`config.mk`:
```
export PLATFORM = sky130hd
export DESIGN_NAME = uart_alu_ctrl
export DESIGN_NICKNAME = d
export VERILOG_FILES = /design/src/rtl/uart_alu_ctrl.sv
export SDC_FILE = /design/constraint.sdc
export NUM_CORES = 1
export LEC_CHECK = 0
export ABC_AREA = 1
export CAP_MARGIN = 20
export CORE_UTILIZATION = 50
export DETAILED_ROUTE_END_ITERATION = 8
export PLACE_DENSITY = 0.79
export RECOVER_POWER = 25
export SLEW_MARGIN = 20
export SYNTH_ARGS = -nofsm -noshare
export SYNTH_HDL_FRONTEND = slang
export SYNTH_SLANG_ARGS = --single-unit
```
`constraint.sdc`:
```
create_clock -name clk -period 1.56 [get_ports clk]
set_input_delay 0.312 -clock clk [delete_from_list [all_inputs] [get_ports clk]]
set_output_delay 0.312 -clock clk [all_outputs]
set_load 0.05 [all_outputs]
```
`src/rtl/uart_alu_ctrl.sv`:
```
// Sequences UART bytes (operand A, operand B, opcode) into the ALU and returns the result to the UART transmitter.
// Opcode byte to tx_start is two cycles; bytes arriving while busy are dropped with a pulse.
module uart_alu_ctrl #(
  parameter int DATA_WIDTH     = 8,
  parameter int OP_WIDTH       = 6,
  parameter int TIMEOUT_CYCLES = 1000000,
  parameter int TIMER_WIDTH    = $clog2(TIMEOUT_CYCLES + 1)
) (
  input  logic                  clk,
  input  logic                  reset,
  input  logic [DATA_WIDTH-1:0] rx_data,
  input  logic                  rx_done,
  input  logic                  rx_error,
  input  logic [DATA_WIDTH-1:0] alu_result,
  input  logic                  tx_done,
  output logic [DATA_WIDTH-1:0] op_a,
  output logic [DATA_WIDTH-1:0] op_b,
  output logic [OP_WIDTH-1:0]   op_code,
  output logic [DATA_WIDTH-1:0] tx_data,
  output logic                  tx_start,
  output logic                  busy,
  output logic                  drop_pulse,
  output logic                  err_timeout,
  output logic                  err_parity
);

  // A zero-length timer is illegal, so a disabled timeout still keeps one bit.
  localparam int              TW         = (TIMER_WIDTH < 1) ? 1 : TIMER_WIDTH;
  localparam bit              TIMEOUT_EN = (TIMEOUT_CYCLES != 0);
  localparam logic [TW-1:0]   TIMER_LAST = TW'(TIMEOUT_CYCLES - 1);
  localparam logic [TW-1:0]   TIMER_MAX  = '1;

  typedef enum logic [2:0] {
    S_WAIT_A,
    S_WAIT_B,
    S_WAIT_OP,
    S_EXEC,
    S_SEND,
    S_WAIT_TX
  } state_t;

  state_t        state;
  state_t        state_nxt;
  logic [TW-1:0] timer;
  logic [TW-1:0] timer_nxt;
  logic [TW-1:0] timer_inc;
  logic          good_byte;
  logic          bad_byte;
  logic          expired;
  logic          ld_a;
  logic          ld_b;
  logic          ld_op;
  logic          ld_tx;
  logic          drop_nxt;
  logic          parity_nxt;
  logic          timeout_nxt;

  assign good_byte = rx_done && !rx_error;
  assign bad_byte  = rx_done && rx_error;
  assign expired   = TIMEOUT_EN && (timer == TIMER_LAST);
  assign timer_inc = (timer == TIMER_MAX) ? timer : timer + TW'(1);

  always_ff @(posedge clk) begin
    if (reset) begin
      state <= S_WAIT_A;
      timer <= '0;
    end else begin
      state <= state_nxt;
      timer <= timer_nxt;
    end
  end

  // The timer is zero everywhere except while waiting for operand B or the opcode.
  always_comb begin
    state_nxt   = state;
    timer_nxt   = '0;
    ld_a        = 1'b0;
    ld_b        = 1'b0;
    ld_op       = 1'b0;
    ld_tx       = 1'b0;
    drop_nxt    = 1'b0;
    parity_nxt  = 1'b0;
    timeout_nxt = 1'b0;
    case (state)
      S_WAIT_A: begin
        if (good_byte) begin
          ld_a      = 1'b1;
          state_nxt = S_WAIT_B;
        end else if (bad_byte) begin
          parity_nxt = 1'b1;
        end
      end
      S_WAIT_B: begin
        if (good_byte) begin
          ld_b      = 1'b1;
          state_nxt = S_WAIT_OP;
        end else if (bad_byte) begin
          parity_nxt = 1'b1;
          state_nxt  = S_WAIT_A;
        end else if (expired) begin
          timeout_nxt = 1'b1;
          state_nxt   = S_WAIT_A;
        end else begin
          timer_nxt = timer_inc;
        end
      end
      S_WAIT_OP: begin
        if (good_byte) begin
          ld_op     = 1'b1;
          state_nxt = S_EXEC;
        end else if (bad_byte) begin
          parity_nxt = 1'b1;
          state_nxt  = S_WAIT_A;
        end else if (expired) begin
          timeout_nxt = 1'b1;
          state_nxt   = S_WAIT_A;
        end else begin
          timer_nxt = timer_inc;
        end
      end
      S_EXEC: begin
        ld_tx     = 1'b1;
        drop_nxt  = rx_done;
        state_nxt = S_SEND;
      end
      S_SEND: begin
        drop_nxt  = rx_done;
        state_nxt = S_WAIT_TX;
      end
      S_WAIT_TX: begin
        drop_nxt = rx_done;
        if (tx_done) begin
          state_nxt = S_WAIT_A;
        end
      end
      default: begin
        state_nxt = S_WAIT_A;
      end
    endcase
  end

  // Outputs are registered from the next-state decode so they line up with the state they describe.
  always_ff @(posedge clk) begin
    if (reset) begin
      op_a        <= '0;
      op_b        <= '0;
      op_code     <= '0;
      tx_data     <= '0;
      tx_start    <= 1'b0;
      busy        <= 1'b0;
      drop_pulse  <= 1'b0;
      err_timeout <= 1'b0;
      err_parity  <= 1'b0;
    end else begin
      if (ld_a) begin
        op_a <= rx_data;
      end
      if (ld_b) begin
        op_b <= rx_data;
      end
      if (ld_op) begin
        op_code <= rx_data[OP_WIDTH-1:0];
      end
      if (ld_tx) begin
        tx_data <= alu_result;
      end
      tx_start    <= (state_nxt == S_SEND);
      busy        <= (state_nxt == S_EXEC) || (state_nxt == S_SEND) || (state_nxt == S_WAIT_TX);
      drop_pulse  <= drop_nxt;
      err_timeout <= timeout_nxt;
      err_parity  <= parity_nxt;
    end
  end

endmodule

```
# Yosys cells after proc, flatten, opt, wreduce, memory -nomap -nowiden

Cells that the tools add are included.
W data, S select, Z words.

Flip-flop bits (word level): 58
Input bits: 21
Output and inout port bits: 35
Word-level logic and storage cells: 52

Add/sub/neg operators: 1
Equality and inequality tests: 10
Muxes and demuxes: 14
Bitwise operators: 3
Reductions and logical operators: 13

Operator list:

| cell                    | number |
|---|---|
| $eq A20 B20 Y1 const B  | 2 |
| $add A20 B1 Y20 const B | 1 |
| $mux W3                 | 6 |
| $pmux W3 S6             | 1 |
| $eq A3 B3 Y1 const B    | 4 |
| $eq A3 B2 Y1 const B    | 3 |
| $reduce_or A3 Y1        | 3 |
| $mux W1                 | 7 |
| $reduce_or A5 Y1        | 1 |
| $reduce_or A2 Y1        | 2 |
| $reduce_or A4 Y1        | 1 |
| $eq A3 B1 Y1 const B    | 1 |
| $logic_not A3 Y1        | 1 |
| $not A1 Y1              | 3 |
| $logic_and A1 B1 Y1     | 2 |
| $logic_or A1 B1 Y1      | 2 |
| $logic_not A1 Y1        | 1 |

# Longest topological paths before layout

Gate-level depths: netlist of run 1.

Word-level depth: 8
Gate-level depth with buffers: 10
Gate-level depth less buffers: 10

# Worst setup path after synthesis of run 1

Ideal clock, no wire load.

Path kind: reg2reg
Start: reg timer[0]
End: reg timer[11]
Setup time: 0.074 ns
Arrival: 1.342 ns
Data required time: 1.486 ns
Slack: 0.144 ns
Stages on the path, launching flop included: 9
Path buffers: 1
Period minus slack after synthesis: 1.416 ns
Cells stage by stage: dfxtp_1 -> ha_1 -> inv_1 -> nor2_4 -> nand2_2 -> nor2_4 -> nand2_4 -> buf_6 -> a31oi_2

Longest elaborated chain between the ends: 2

Ends and longest elaborated chain:

| what                                                                    | RTL line | RTL |
|---|---|---|
| start, declared                                                         | 44       | `logic [TW-1:0] timer;` |
| start signal, assigned                                                  | 69       | `timer <= timer_nxt;` |
| parallel branches: the longest is 2 deep, another holds $add A20 B1 Y20 | n/a      |  |

Parallel ways; which one is timed is not known.
A chain may end at the register's enable or synchronous reset.

# Final worst setup path of run 1

Start: reg timer[3]
End: reg timer[11]

Same word-level chain as after synthesis.

==> impl_metrics.toml, run 1 <==
[outcome]
status = "finished clean"

[clock_tree]
clk_root_buffer_cell = "sky130_fd_sc_hd__clkbuf_8"
cts_tree = "built"
clockBufferDepth = 2
cts_made_buffers = 9
worst_skew_pair.late_latency_ns = 0.33
cts_num_sinks = 58
path_clk_slew_ns = 0.07
count_of_hold_fix_buffers_inserted_at_cts = 0
ctsHtreeMaxLevel = 3

[logic_synthesis]
netlist_area_um2 = 2490
synth_cells = 346
yosysSeqAreaShare_pct = 46.6
ys_types = 30
synth.net_count = 368
yosys_register_bits = 58
yosys_warnings = 0
synth-edff-count = 0
netlist_top_cells_area = "sky130_fd_sc_hd__dfxtp_1, sky130_fd_sc_hd__nor2_1, sky130_fd_sc_hd__o21ai_0"
yosys.area.top_type = "sky130_fd_sc_hd__dfxtp_1"
ys_async_sr_fraction_pct = 0
netlist.area_leader.share_pct = 46.6
synth.avg_cell_area_um2 = 7.20
dominant_synthesized_flop_cell = "sky130_fd_sc_hd__dfxtp_1"

[timing]
final_min_period_over_clock_period_pct = 93.7
finalCriticalPeriod_ns = 1.46
finalSetupTns_ns = 0
slew_violations = 0
setup_violations = 0
worst_hold_slack_ns = 0.486
worst_clock_skew_ns = 0.00641
slew_headroom_pct = 81.1
fmax_mhz = 684
worst_pin_slew_ns = 0.284
timing.final.hold_violations = 0
layout_setup_ws_ns = 0.0985

[cells_and_area]
layout-drive-gt1-share_pct = 23.4
n_fill_cell = 413
most_frequent_standard_cell_in_the_layout_excluding_fill_and_tap_cells = "sky130_fd_sc_hd__nor2_1"
insertedDiodeCount = 0
flow.area_growth_from_synthesis_pct = 36.5
final_cell_count_no_fill = 502
nets_final = 452
layout_common_cells = "sky130_fd_sc_hd__nor2_1, sky130_fd_sc_hd__dfxtp_1, sky130_fd_sc_hd__nand2_1, sky130_fd_sc_hd__o21ai_0, sky130_fd_sc_hd__buf_4"

[routing]
via_per_inst = 4.96
drt_wl_total_mm = 5.93
drc = 0
routed-via-count = 2488
antenna_violating_nets_post_route = 0
length_of_the_first_detailed_routing_pass_in_iterations = 4
wl_per_cell_um = 11.8
drt_iter0_drc = 182

[global_routing]
grt_pass1_wl_mm = 9.74
groute.usage.overall_pct = 24.2
antenna_violations_before_repair = 0
gr-usage-met1_pct = 32.3
grt_start_max_net_pins = 23
met2_usage_pct = 37.1
top_usage_layer = "met2"
first_global_vias = 2180
grt.met3_usage_pct = 5.11
overflow = 0

[min_path]
worstHoldPathCells = 2
worstHoldEndpoint = "op_b[4]"
hp-start = "op_b[4]"
hp-class = "flip-flop to flip-flop"

[worst_setup_path]
worstSetupPathType = "flip-flop to flip-flop"
startpoint_type = "flip-flop"
r2r_end = "timer[11]"
worstPathMaxFanout = 7
critical_path_arrival_ns = 1.72
r2r_cells = 7
worstReg2RegStart = "timer[3]"
critPathRequiredTime_ns = 1.82
cp-end-kind = "flip-flop"
flop2flop_setup_slack_ns = 0.1

[power]
power.density_nw_per_um2 = 949
totalPowerFinal_uw = 3230
vdd_ir_drop_max_mv = 0.779
cellLeakagePower_uw = 0.00148

[die]
fp.dieArea_um2 = 5270
floorplan.die.width_um = 72.6
num_io_pins = 56
number_of_rows_created_at_floorplan = 25
die_h_um = 72.6
core_area_um2 = 4750
floorplan.initialDensity_pct = 52.4

[placed_design]
port_buffers = 55
detailedPlacementHpwl_mm = 4.48
dp_worst_setup_slack_ns = -0.148
place.gp.congestion = 0.893
placed_cells_incl_taps = 485

[flow_run]
maxCapViolCount = 0
==> final cells by class <==
class / count / area, um^2 / area share (%)
inverter: 35 / 134 / 3.94
timing repair buffer: 77 / 613 / 18.0
tap: 67 / 83.8 / 2.47
sequential: 58 / 1170 / 34.3
clock inverter: 6 / 66.3 / 1.95
clock buffer: 10 / 138 / 4.05
multi-input combinational: 249 / 1200 / 35.3
==> synthesized netlist by cell type (2+ instances only) <==
cell                       instances
sky130_fd_sc_hd__a21oi_1           6
sky130_fd_sc_hd__a31oi_1           5
sky130_fd_sc_hd__a31oi_2           2
sky130_fd_sc_hd__buf_6             2
sky130_fd_sc_hd__clkbuf_1          3
sky130_fd_sc_hd__clkinv_1          2
sky130_fd_sc_hd__dfxtp_1          58
sky130_fd_sc_hd__inv_1            32
sky130_fd_sc_hd__nand2_1          47
sky130_fd_sc_hd__nand2_2           6
sky130_fd_sc_hd__nand3_1          15
sky130_fd_sc_hd__nand3b_1          3
sky130_fd_sc_hd__nand4_1           2
sky130_fd_sc_hd__nor2_1           97
sky130_fd_sc_hd__nor2_2            3
sky130_fd_sc_hd__nor2_4            2
sky130_fd_sc_hd__nor3_1            5
sky130_fd_sc_hd__o21ai_0          40
sky130_fd_sc_hd__xnor2_1           3
sky130_fd_sc_hd__xor2_1            3
==> through the flow <==
stage,instance area [um^2],utilization (%)
2_1_floorplan,2490,-
3_3_place_gp,3210,67.4
3_5_place_dp,3210,67.4
4_1_cts,3420,71.8
5_1_grt,3400,71.5
6_report,3400,71.5
==> how the worst max path moves through the flow <==
stage	cells after the start	endpoint	from	slack (ns)
3_5_place_dp	7	op_b[0]	rx_done	-0.15
5_1_grt	8	timer[0]	state[1]	-0.002
4_1_cts	10	timer[18]	timer[1]	0.005
2_1_floorplan	8	timer[11]	timer[0]	0.14
3_3_place_gp	7	op_a[4]	rx_done	-0.12
6_report	7	timer[11]	timer[3]	0.1
==> power by group <==
part | switching [uW] | total, uW | internal (uW)
clock | 622 | 1400 | 780
sequential | 17.7 | 1530 | 1510
combinational | 184 | 299 | 115
total | 823 | 3230 | 2400
==> repair_timing <==
item	4_1_cts	5_1_grt
gates cloned	0	1
gates resized for setup	2	13
setup buffers	0	0
pin swaps	1	7
endpoints found under the setup margin	2	18
==> registers in the layout, indices dropped and copies added (netlist names), 3 cells and up <==
signal,count
op_a,8
op_b,8
op_code,6
state,3
timer,20
tx_data,8
==> worst max-delay path, stage by stage, from the launching register on <==
cell                      delay (ns)
sky130_fd_sc_hd__dfxtp_1        0.43
sky130_fd_sc_hd__nand2_2        0.11
sky130_fd_sc_hd__nor2_4         0.17
sky130_fd_sc_hd__nand2_2        0.10
sky130_fd_sc_hd__nor2_4         0.17
sky130_fd_sc_hd__nand2_4        0.11
sky130_fd_sc_hd__buf_12         0.15
sky130_fd_sc_hd__a31oi_2        0.14
==> logic make-up after synthesis <==
family	share of synthesized area, %
AND/OR/NAND/NOR	32.1
AO/OA/AOI/OAI	12.0
flip-flops	46.6
buffers and inverters	6.63
adder cells (fa/ha/maj)	0.502
XOR/XNOR	2.11
==> routing by layer <==
metal	wire length, um	vias up
met1	2790	1114
met5	0	-
met2	2700	85
met4	72	0
met3	369	8
li1	-	1281
No activity file was read; power rests on OpenSTA's default activity.
==> run 2: changes to the inputs <==
--- a/config.mk
+++ b/config.mk
@@ -8,6 +8,7 @@
 export ABC_AREA = 1
 export CAP_MARGIN = 20
 export CORE_UTILIZATION = 50
+export CTS_CLUSTER_DIAMETER = 60
 export DETAILED_ROUTE_END_ITERATION = 8
 export PLACE_DENSITY = 0.79
 export RECOVER_POWER = 25
==> results of run 2 <==
The final DEF is identical to that of run 1; final timing and power are the same.
